### config.mk
export PLATFORM = sky130hd
export DESIGN_NAME = output_buffer_scheduler
export DESIGN_NICKNAME = d
export VERILOG_FILES = /design/src/rtl/output_buffer_scheduler.sv
export SDC_FILE = /design/constraint.sdc
export NUM_CORES = 1
export LEC_CHECK = 0
export ABC_AREA = 1
export ABC_CLOCK_PERIOD_IN_PS = 6900
export CAP_MARGIN = 20
export CORE_ASPECT_RATIO = 1.4
export CORE_MARGIN = 2
export CORE_UTILIZATION = 44
export CTS_CLUSTER_SIZE = 40
export DETAILED_ROUTE_END_ITERATION = 6
export GPL_TIMING_DRIVEN = 1
export SYNTH_ARGS = -nofsm -noshare
export SYNTH_HDL_FRONTEND = slang
export SYNTH_SLANG_ARGS = --single-unit
### constraint.sdc
create_clock -name clk -period 6.9 [get_ports clk]
set_input_delay 1.38 -clock clk [delete_from_list [all_inputs] [get_ports clk]]
set_output_delay 1.38 -clock clk [all_outputs]
set_load 0.01 [all_outputs]
### src/rtl/output_buffer_scheduler.sv
// Output buffer scheduler: queues {vaddr, size} descriptors, issues fixed-size write requests,
// counts acks and raises one completion per buffer. Optional stats: LIBSTF_SCHED_STATS_EN.
module output_buffer_scheduler #(
  parameter int TRANSFER_BYTES   = 65536,
  parameter int FIFO_DEPTH       = 16,
  parameter int MAX_OUTSTANDING  = 8,
  parameter int VADDR_BITS       = 48,
  parameter int BUFFER_SIZE_BITS = 32
) (
  input  logic                                   clk,
  input  logic                                   rst,
  input  logic                                   buf_valid,
  output logic                                   buf_ready,
  input  logic [VADDR_BITS+BUFFER_SIZE_BITS-1:0] buf_data,
  output logic                                   req_valid,
  input  logic                                   req_ready,
  output logic [VADDR_BITS-1:0]                  req_vaddr,
  output logic [31:0]                            req_len,
  input  logic                                   ack_i,
  output logic                                   irq_valid,
  input  logic                                   irq_ready,
  output logic [31:0]                            irq_value,
`ifdef LIBSTF_SCHED_STATS_EN
  output logic [31:0]                            stat_buffers,
  output logic [31:0]                            stat_stall_cycles,
`endif
  output logic                                   busy,
  output logic [$clog2(FIFO_DEPTH):0]            fifo_count,
  output logic                                   ack_error
);
  localparam int PTR_W   = $clog2(FIFO_DEPTH);
  localparam int CNT_W   = PTR_W + 1;
  localparam int OUT_W   = $clog2(MAX_OUTSTANDING + 1);
  localparam int SHIFT   = $clog2(TRANSFER_BYTES);
  localparam int SCALE_W = (BUFFER_SIZE_BITS > 32) ? BUFFER_SIZE_BITS : 32;

  typedef enum logic [1:0] {IDLE, ISSUE, DRAIN, DONE} state_t;

  state_t                                 state_reg, state_next;
  logic [VADDR_BITS+BUFFER_SIZE_BITS-1:0] fifo_mem [FIFO_DEPTH];
  logic [PTR_W-1:0]                       wr_ptr_reg, rd_ptr_reg;
  logic [CNT_W-1:0]                       count_reg;
  logic [VADDR_BITS-1:0]                  cur_vaddr_reg;
  logic [BUFFER_SIZE_BITS-1:0]            remaining_reg, done_cnt_reg;
  logic [OUT_W-1:0]                       outstanding_reg, outstanding_next;
  logic                                   ack_error_reg;

  logic                                   push, pop, issue_hs, ack_ok, irq_hs;
  logic [VADDR_BITS-1:0]                  head_vaddr;
  logic [BUFFER_SIZE_BITS-1:0]            head_size;
  logic [SCALE_W-1:0]                     scaled_bytes;

  assign buf_ready  = (count_reg != CNT_W'(FIFO_DEPTH));
  assign push       = buf_valid && buf_ready;
  assign pop        = (state_reg == IDLE) && (count_reg != '0);
  assign head_vaddr = fifo_mem[rd_ptr_reg][VADDR_BITS+BUFFER_SIZE_BITS-1:BUFFER_SIZE_BITS];
  assign head_size  = fifo_mem[rd_ptr_reg][BUFFER_SIZE_BITS-1:0];

  always_ff @(posedge clk) begin
    if (push) fifo_mem[wr_ptr_reg] <= buf_data;
  end

  always_ff @(posedge clk) begin
    if (rst) begin
      wr_ptr_reg <= '0;
      rd_ptr_reg <= '0;
      count_reg  <= '0;
    end else begin
      if (push) wr_ptr_reg <= wr_ptr_reg + 1'b1;
      if (pop)  rd_ptr_reg <= rd_ptr_reg + 1'b1;
      if (push && !pop)      count_reg <= count_reg + 1'b1;
      else if (!push && pop) count_reg <= count_reg - 1'b1;
    end
  end

  assign req_valid = (state_reg == ISSUE) && (outstanding_reg < OUT_W'(MAX_OUTSTANDING));
  assign issue_hs  = req_valid && req_ready;
  // An ack only counts if something is in flight, including a request issued this very cycle.
  assign ack_ok    = ack_i && ((outstanding_reg != '0) || issue_hs);
  assign irq_valid = (state_reg == DONE);
  assign irq_hs    = irq_valid && irq_ready;

  always_comb begin
    outstanding_next = outstanding_reg;
    if (issue_hs && !ack_ok)      outstanding_next = outstanding_reg + 1'b1;
    else if (!issue_hs && ack_ok) outstanding_next = outstanding_reg - 1'b1;
  end

  always_comb begin
    state_next = state_reg;
    case (state_reg)
      IDLE:  if (pop) state_next = (head_size == '0) ? DONE : ISSUE;
      ISSUE: if (issue_hs && remaining_reg == BUFFER_SIZE_BITS'(1)) state_next = DRAIN;
      // Looking at the next count lets the final ack reach irq_valid in one cycle.
      DRAIN: if (outstanding_next == '0) state_next = DONE;
      DONE:  if (irq_hs) state_next = IDLE;
      default: state_next = IDLE;
    endcase
  end

  always_ff @(posedge clk) begin
    if (rst) begin
      state_reg       <= IDLE;
      cur_vaddr_reg   <= '0;
      remaining_reg   <= '0;
      done_cnt_reg    <= '0;
      outstanding_reg <= '0;
      ack_error_reg   <= 1'b0;
    end else begin
      state_reg       <= state_next;
      outstanding_reg <= outstanding_next;
      if (pop) begin
        cur_vaddr_reg <= head_vaddr;
        remaining_reg <= head_size;
      end else if (issue_hs) begin
        cur_vaddr_reg <= cur_vaddr_reg + VADDR_BITS'(TRANSFER_BYTES);
        remaining_reg <= remaining_reg - 1'b1;
      end
      if (pop)         done_cnt_reg <= '0;
      else if (ack_ok) done_cnt_reg <= done_cnt_reg + 1'b1;
      if (ack_i && !ack_ok) ack_error_reg <= 1'b1;
    end
  end

  assign scaled_bytes = SCALE_W'(done_cnt_reg) << SHIFT;
  assign irq_value    = irq_valid ? (32'(scaled_bytes) & 32'h0FFF_FFFF) : 32'd0;
  assign req_vaddr    = (state_reg == ISSUE) ? cur_vaddr_reg : '0;
  assign req_len      = (state_reg == ISSUE) ? 32'(TRANSFER_BYTES) : 32'd0;
  assign busy         = (state_reg != IDLE) || (count_reg != '0);
  assign fifo_count   = count_reg;
  assign ack_error    = ack_error_reg;

`ifdef LIBSTF_SCHED_STATS_EN
  logic [31:0] stat_buffers_reg, stat_stall_reg;

  always_ff @(posedge clk) begin
    if (rst) begin
      stat_buffers_reg <= '0;
      stat_stall_reg   <= '0;
    end else begin
      if (irq_hs && stat_buffers_reg != '1) stat_buffers_reg <= stat_buffers_reg + 1'b1;
      if (state_reg == ISSUE && !req_valid && stat_stall_reg != '1)
        stat_stall_reg <= stat_stall_reg + 1'b1;
    end
  end

  assign stat_buffers      = stat_buffers_reg;
  assign stat_stall_cycles = stat_stall_reg;
`endif
endmodule
==> results.md, run 1 <==
- Outcome: finished clean
- Minimum setup slack among reg-to-reg paths: 2.91 ns
- Share of cells above drive strength 1: around 6.2%
- HP Class: reg -> reg
- Worst rel slew slack: 25.5%
- R2R cell count: 15
- Initial Util: between 40 and 50%
- Req. time, crit path: ~5.5 ns
- WP buf/inv: 4
- CP startpoint kind: register
- Port bufs: approximately 160
- Register area share after synthesis: ~70%
- Most frequent cells in the layout: edfxtp_1 (1280), nor2_1 (792), nand2_1 (671)
- Crit end category: output pin
- Setup TNS Final: 0 ns
- Cell row count: 157
- Pin count of the biggest net entering global routing: a little over 300
- Vias in the first global route: approximately 37k
- Post-CTS Setup Bufs: 0
- Post-DRT Antenna Nets: 0
- Most used cell, CP: inv_1
- Pre-CTS WS: ~2.4 ns
- CTS tree: done
- Critical Path Max Stage Delay: ~0.56 ns
- CP Cell Sequence: inv_1 > ha_2 > buf_4 > nand2_1 > inv_1 > clkdlybuf4s50_1
- CP Class: reg -> out
- CP Depth: 6
- H-tree depth: 4
- Via count: approximately 38k
- Area growth syn-to-layout: 12.7%
- CP Max Fanout: between 50 and 60
- DRT Wirelength: 156000 um
- Finish-stage setup viols: 0
- Grt total ovfl: 0
- Initial antenna violation count: 14
- CTS Sinks: 1396
- Die height: around 430 um
- CP delay by family, top: buffers and inverters
- Final min period: between 4 and 5 ns
- Nets: just over 5k
- Clock latency on the worst-skew pair: around 0.77 ns
- Synth warn: 0
- Yosys cell types: roughly 60
- Cell Area, Synth: roughly 58000 um^2
- RSZ-0062 raised after global routing: false
- DR pass1 iterations: 6
- Top-Level Pins: around 210
- Wire per inst: 22.6 um
- Via density: roughly 5.6
- DRC viols: 0
- Fmax: about 230 MHz
- Max IR drop VDD: roughly 0.00048 V
- Placer congestion estimate: around 0.87
- Max Cap Viol: 0
- CP max-delay cell: buf_4
- Detailed Route Iter0 Violations: roughly 3.5k
- Leakage: ~0.023 uW
- GRT Resource Usage Total: between 20% and 30%
- Cells after Synth: 4969
- Final period util: between 60 and 70%
- Hold path cells: 2
- Worst-path clk slew: approximately 0.06 ns
- DP HPWL: just over 80000 um
- #FFs+latches synth: roughly 1.4k
- Syn Area/Cell: between 10 and 15 um^2
- Pwr Density: 366 nW/um^2
- Final worst-path setup slack: about 2.5 ns
- # hold bufs at CTS: 0
- Core Util, Final: around 50%
- First-pass GRT wire length: between 200000 and 250000 um
- # resized after CTS: 0
- Root Buffer: clkbuf_16
- CTS Buffer Depth: 3
- Worst Max-Slew Pin Slew: about 1.1 ns
- Most common cell after layout, fill and taps aside: edfxtp_1
- TritonCTS buffer count: 139
- Core Area: about 130000 um^2
- WP data arrival: 3.04 ns
- Worst Clk Skew: between 0.02 and 0.025 ns
- Final hold vios: 0
- Final Max Slew Viols: 0
- Max reg flops: 1280
- Die X: 311 um
- Die area: roughly 130000 um^2
stage by stage:
step	area, um^2	power [uW]	hold WS (ns)	instances
final	65300	23900	0.464	6885
after global routing	65300	25100	0.498	6885
after CTS	65300	24000	0.465	6882
after detailed placement	60700	16400	0.454	6624
after global placement	60700	16300	0.447	6624
after floorplan	58100	14500	0.436	5019
layout make-up:
cell class                 instances  area, um^2
tap                             1749        2190
clock inverter                    83         885
clock buffer                     175        3720
fill                           11300       65400
multi-input combinational       2952       14300
inverter                         317        1230
timing repair buffer             210        2190
sequential                      1396       40800
antenna                            3        7.51
power breakdown:
group,total [uW],switching (uW),internal (uW)
combinational,6220,4380,1840
clock,7650,3240,4420
sequential,10000,371,9660
worst reg2reg max path, delay by kind of cell (launching register included):
kind | cells | cell delay [ns]
and+or+nand+nor | 12 | 1.50
DFF | 1 | 0.79
AOI/OAI and AO/OA | 1 | 0.16
buffers and inverters | 2 | 1.48
routing by layer:
layer	vias up	track usage [%]	wire length [um]
li1	17600	-	-
met1	19100	29.2	63700
met2	1310	39.4	77100
met3	305	3.52	9670
met4	20	8.81	5270
met5	-	0	131
path summary, 6_finish.rpt:
| path | startpoint | to |
|---|---|---|
| worst min register to register | rd_ptr_reg[3] | register |
| worst max register to register | register | state_reg[1] |
| worst min-delay path | rd_ptr_reg[3] | register |
| worst max-delay path | state_reg[1] | req_vaddr[36] |
cells in the mapped netlist, drive strengths merged:
library cell / count / area, um^2
edfxtp: 1280 / 38400
nor2: 818 / 3110
nand2: 675 / 2540
o21ai: 577 / 2890
nand3: 316 / 1590
inv: 313 / 1180
buf: 247 / 1600
dfxtp: 116 / 2320
clkbuf: 107 / 404
o22ai: 103 / 644
o211ai: 80 / 601
o221ai: 80 / 701
a21oi: 64 / 320
xor2: 25 / 219
xnor2: 22 / 193
nor3: 21 / 126
ha: 19 / 238
o311ai: 18 / 158
nand4: 17 / 106
a31oi: 8 / 50.1
a22oi: 7 / 52.6
a311oi: 6 / 52.6
or2: 6 / 37.5
nor4: 5 / 37.5
o2111ai: 5 / 43.8
clkinv: 4 / 15.0
nor3b: 4 / 30.0
o32ai: 4 / 35.0
o21a: 3 / 22.5
a211oi: 2 / 15.0
a32o: 2 / 20.0
and2: 2 / 12.5
and3: 2 / 12.5
mux2i: 2 / 20.0
nand3b: 2 / 18.8
a21o: 1 / 7.51
a2bb2oi: 1 / 8.76
a31o: 1 / 8.76
conb: 1 / 3.75
fa: 1 / 20.0
o21bai: 1 / 7.51
o31ai: 1 / 7.51
logic make-up after synthesis:
family	count (synthesis)	synth area share, %
and+or+nand+nor	1868	13.2
DFF	1396	70.4
AOI/OAI and AO/OA	964	9.74
buffers and inverters	671	5.52
xor gates and xnor gates	47	0.711
adders and majority gates	20	0.445
muxes	2	0.0346
other	1	0.00647
No activity file was read; power rests on OpenSTA's default activity.
==> inputs of run 2 (changes only) <==
--- a/config.mk
+++ b/config.mk
@@ -6,7 +6,7 @@
 export NUM_CORES = 1
 export LEC_CHECK = 0
 export ABC_AREA = 1
-export ABC_CLOCK_PERIOD_IN_PS = 6900
+export ABC_CLOCK_PERIOD_IN_PS = 4000
 export CAP_MARGIN = 20
 export CORE_ASPECT_RATIO = 1.4
 export CORE_MARGIN = 2
==> constraint.sdc (replaced) <==
create_clock -name clk -period 4 [get_ports clk]
set_input_delay 0.8 -clock clk [delete_from_list [all_inputs] [get_ports clk]]
set_output_delay 0.8 -clock clk [all_outputs]
set_load 0.01 [all_outputs]
==> run 2 against run 1 <==
Net effect:
- flip-flop and latch count is the same
- power grew 70%
- register-to-register slack got worse by 1.9 ns
- highest routed layer unchanged
- clock power up 63%
- clock-buffer cell count rose by 15
- sequential share of layout area is 0.28 points lower
- clock skew hardly changed
==> results.md, run 2 (synthesis gave the netlist of run 1 again) <==
- H-tree depth: 4 (unchanged)
- Share of cells above drive strength 1: 6.74% (+0.55 points)
- Die X: 311 um (unchanged)
- # resized after CTS: 0 (unchanged)
- Final min period: 3.73 ns
- DRC viols: 0 (unchanged)
- Post-route cell area: 65600 um^2 (+0.45%)
- Final hold vios: 0 (unchanged)
- CP Class: reg -> out
- Req. time, crit path: 3.20 ns (-2.32 ns)
- Post-CTS Setup Bufs: 0 (unchanged)
- Fmax: ~270 MHz
- DRT Wirelength: 157000 um (+0.62%)
- Root Buffer: clkbuf_16
- Power, Total: 40700 uW (+70%)
- Worst rel slew slack: 22.5% (-3.0 points)
- Core Area: 131000 um^2 (unchanged)
- Port bufs: 156 (unchanged)
- # hold bufs at CTS: 0 (unchanged)
- DP Area: 61200 um^2 (+0.97%)
- CP max-delay cell: clkdlybuf4s50_1
- Worst-path clk slew: 0.06 ns (about the same)
- Area growth syn-to-layout: 13.2%
- CTS Buffer Depth: 3 (unchanged)
- Worst hold margin: 0.411 ns (-0.0535 ns)
- WP buf/inv: 4 (unchanged)
- CP startpoint kind: register
- Worst Max-Slew Pin Slew: 1.16 ns (+0.0446 ns)
- GRT Resource Usage Total: 23.1% (+0.14 points)
- Max Cap Viol: 0 (unchanged)
- CP Cell Sequence: inv_1 > ha_2 > buf_4 > nand2_1 > inv_1 > clkdlybuf4s50_1
- Final Max Slew Viols: 0 (unchanged)
- Initial Util: 44.3% (unchanged)
- Pin count of the biggest net entering global routing: 230 (-26%)
- Outcome: finished clean
- # fillers: 11.4k (+0.26%)
- CP Max Fanout: 40 (-22%)
- Nets: 5157 (+0.68%)
- Clock latency on the worst-skew pair: 0.79 ns (+0.02 ns)
- Cell row count: 157 (unchanged)
- Worst Clk Skew: 0.0221 ns (+0.000432 ns)
- DR pass1 iterations: 6 (unchanged)
- Most frequent cells in the layout: edfxtp_1 (1280), nor2_1 (792), nand2_1 (671)
- CTS Sinks: 1396 (unchanged)
- Most used cell, CP: inv_1
- Placer congestion estimate: 0.844 (-2.5%)
- Wire per inst: 22.7 um (+0.20%)
- Detailed Route Iter0 Violations: 3759 (+8.4%)
- Initial antenna violation count: 14 (unchanged)
- Vias in the first global route: 36.7k (-1.2%)
- TritonCTS buffer count: 136 (-2.2%)
- WP data arrival: 2.93 ns (-0.11 ns)
- DP HPWL: 81800 um (+1.2%)
- Via count: 38.3k (-0.099%)
- First-pass GRT wire length: 234000 um (+0.18%)
- Top-Level Pins: 208 (unchanged)
- Grt total ovfl: 0 (unchanged)
- RSZ-0062 raised after global routing: false
- Pwr Density: 620 nW/um^2 (+69%)
- CP delay by family, top: buffers and inverters
- Max IR drop VDD: 0.000618 V (+29%)
- Finish-stage setup viols: 0 (unchanged)
- HP Class: in -> reg
- CTS tree: done
- Max reg flops: 1280 (unchanged)
- Via density: 5.54 (-0.52%)
- Die height: 433 um (unchanged)
- Die area: 135000 um^2 (unchanged)
- Crit end category: output pin
- Final period util: ~93%
- Critical Path Max Stage Delay: 0.52 ns (-0.04 ns)
- Post-DRT Antenna Nets: 0 (unchanged)
- Pre-CTS WS: 0.704 ns (-1.66 ns)
- Leakage: 0.0231 uW (+0.57%)
- Final worst-path setup slack: 0.268 ns (-2.22 ns)
- Most common cell after layout, fill and taps aside: edfxtp_1
-- run 2: cell types whose count changed in the layout (fill, tap and decap cells not counted), moves of 8 or more --
cell / previous run / this run
clkbuf_8: 4 / 16
bufinv_16: 15 / 4
clkinv_1: 31 / 23
clkbuf_1: 29 / 37
buf_12: 18 / 42
clkinv_2: 25 / 17
buf_4: 36 / 50
-- run 2: routing by layer --
| layer | up-vias | global-route usage [%] | share of wire (%) |
|---|---|---|---|
| met5 | - | 0 | 0.046 |
| met3 | 254 | 3.11 | 5.9 |
| met2 | 1297 | 39.3 | 50 |
| met4 | 12 | 8.03 | 2.9 |
| met1 | 19100 | 30.3 | 42 |
| li1 | 17600 | - | - |
-- run 2: path summary, 6_finish.rpt --
kind / from / slack (ns) / cells past startpoint / end
max: state_reg[1] / 0.27 / 6 / req_vaddr[40]
min: rst / 0.41 / 2 / cur_vaddr_reg[32]
max reg2reg: state_reg[1] / 0.97 / 9 / cur_vaddr_reg[16]
min reg2reg: rd_ptr_reg[3] / 0.47 / 2 / register
-- run 2: stage by stage --
step                TNS [ns]  utilization, %  instances
floorplan            -808.83               -       5019
global placement           0            46.9       6662
detailed placement         0            46.9       6662
CTS                        0            50.2       6912
global route               0            50.2       6914
finish                     0            50.2       6914
-- run 2: worst reg2reg max path: cells and delay by family, from the launching register on --
family                   cells  cell delay [ns]
buffers and inverters        3             1.08
AND/OR/NAND/NOR              3             0.94
AO/OA/AOI/OAI                2             0.36
flip-flops                   1             0.34
adder cells (fa/ha/maj)      1             0.25
-- run 2: layout make-up --
| type | instances | area, um^2 | share of cell area, % |
|---|---|---|---|
| Clock inverter | 60 | 524 | 0.800 |
| Clock buffer | 190 | 3790 | 5.78 |
| Antenna cell | 2 | 5.00 | 0.00763 |
| Multi-Input combinational cell | 2952 | 14300 | 21.8 |
| Timing Repair Buffer | 248 | 2770 | 4.23 |
| Sequential cell | 1396 | 40800 | 62.2 |
| Tap cell | 1749 | 2190 | 3.34 |
| Inverter | 317 | 1230 | 1.88 |
-- run 2: power breakdown --
group | total (uW) | switching (uW) | internal (uW)
Clock | 12500 | 5540 | 6940
Combinational | 10900 | 7570 | 3290
Sequential | 17300 | 685 | 16700
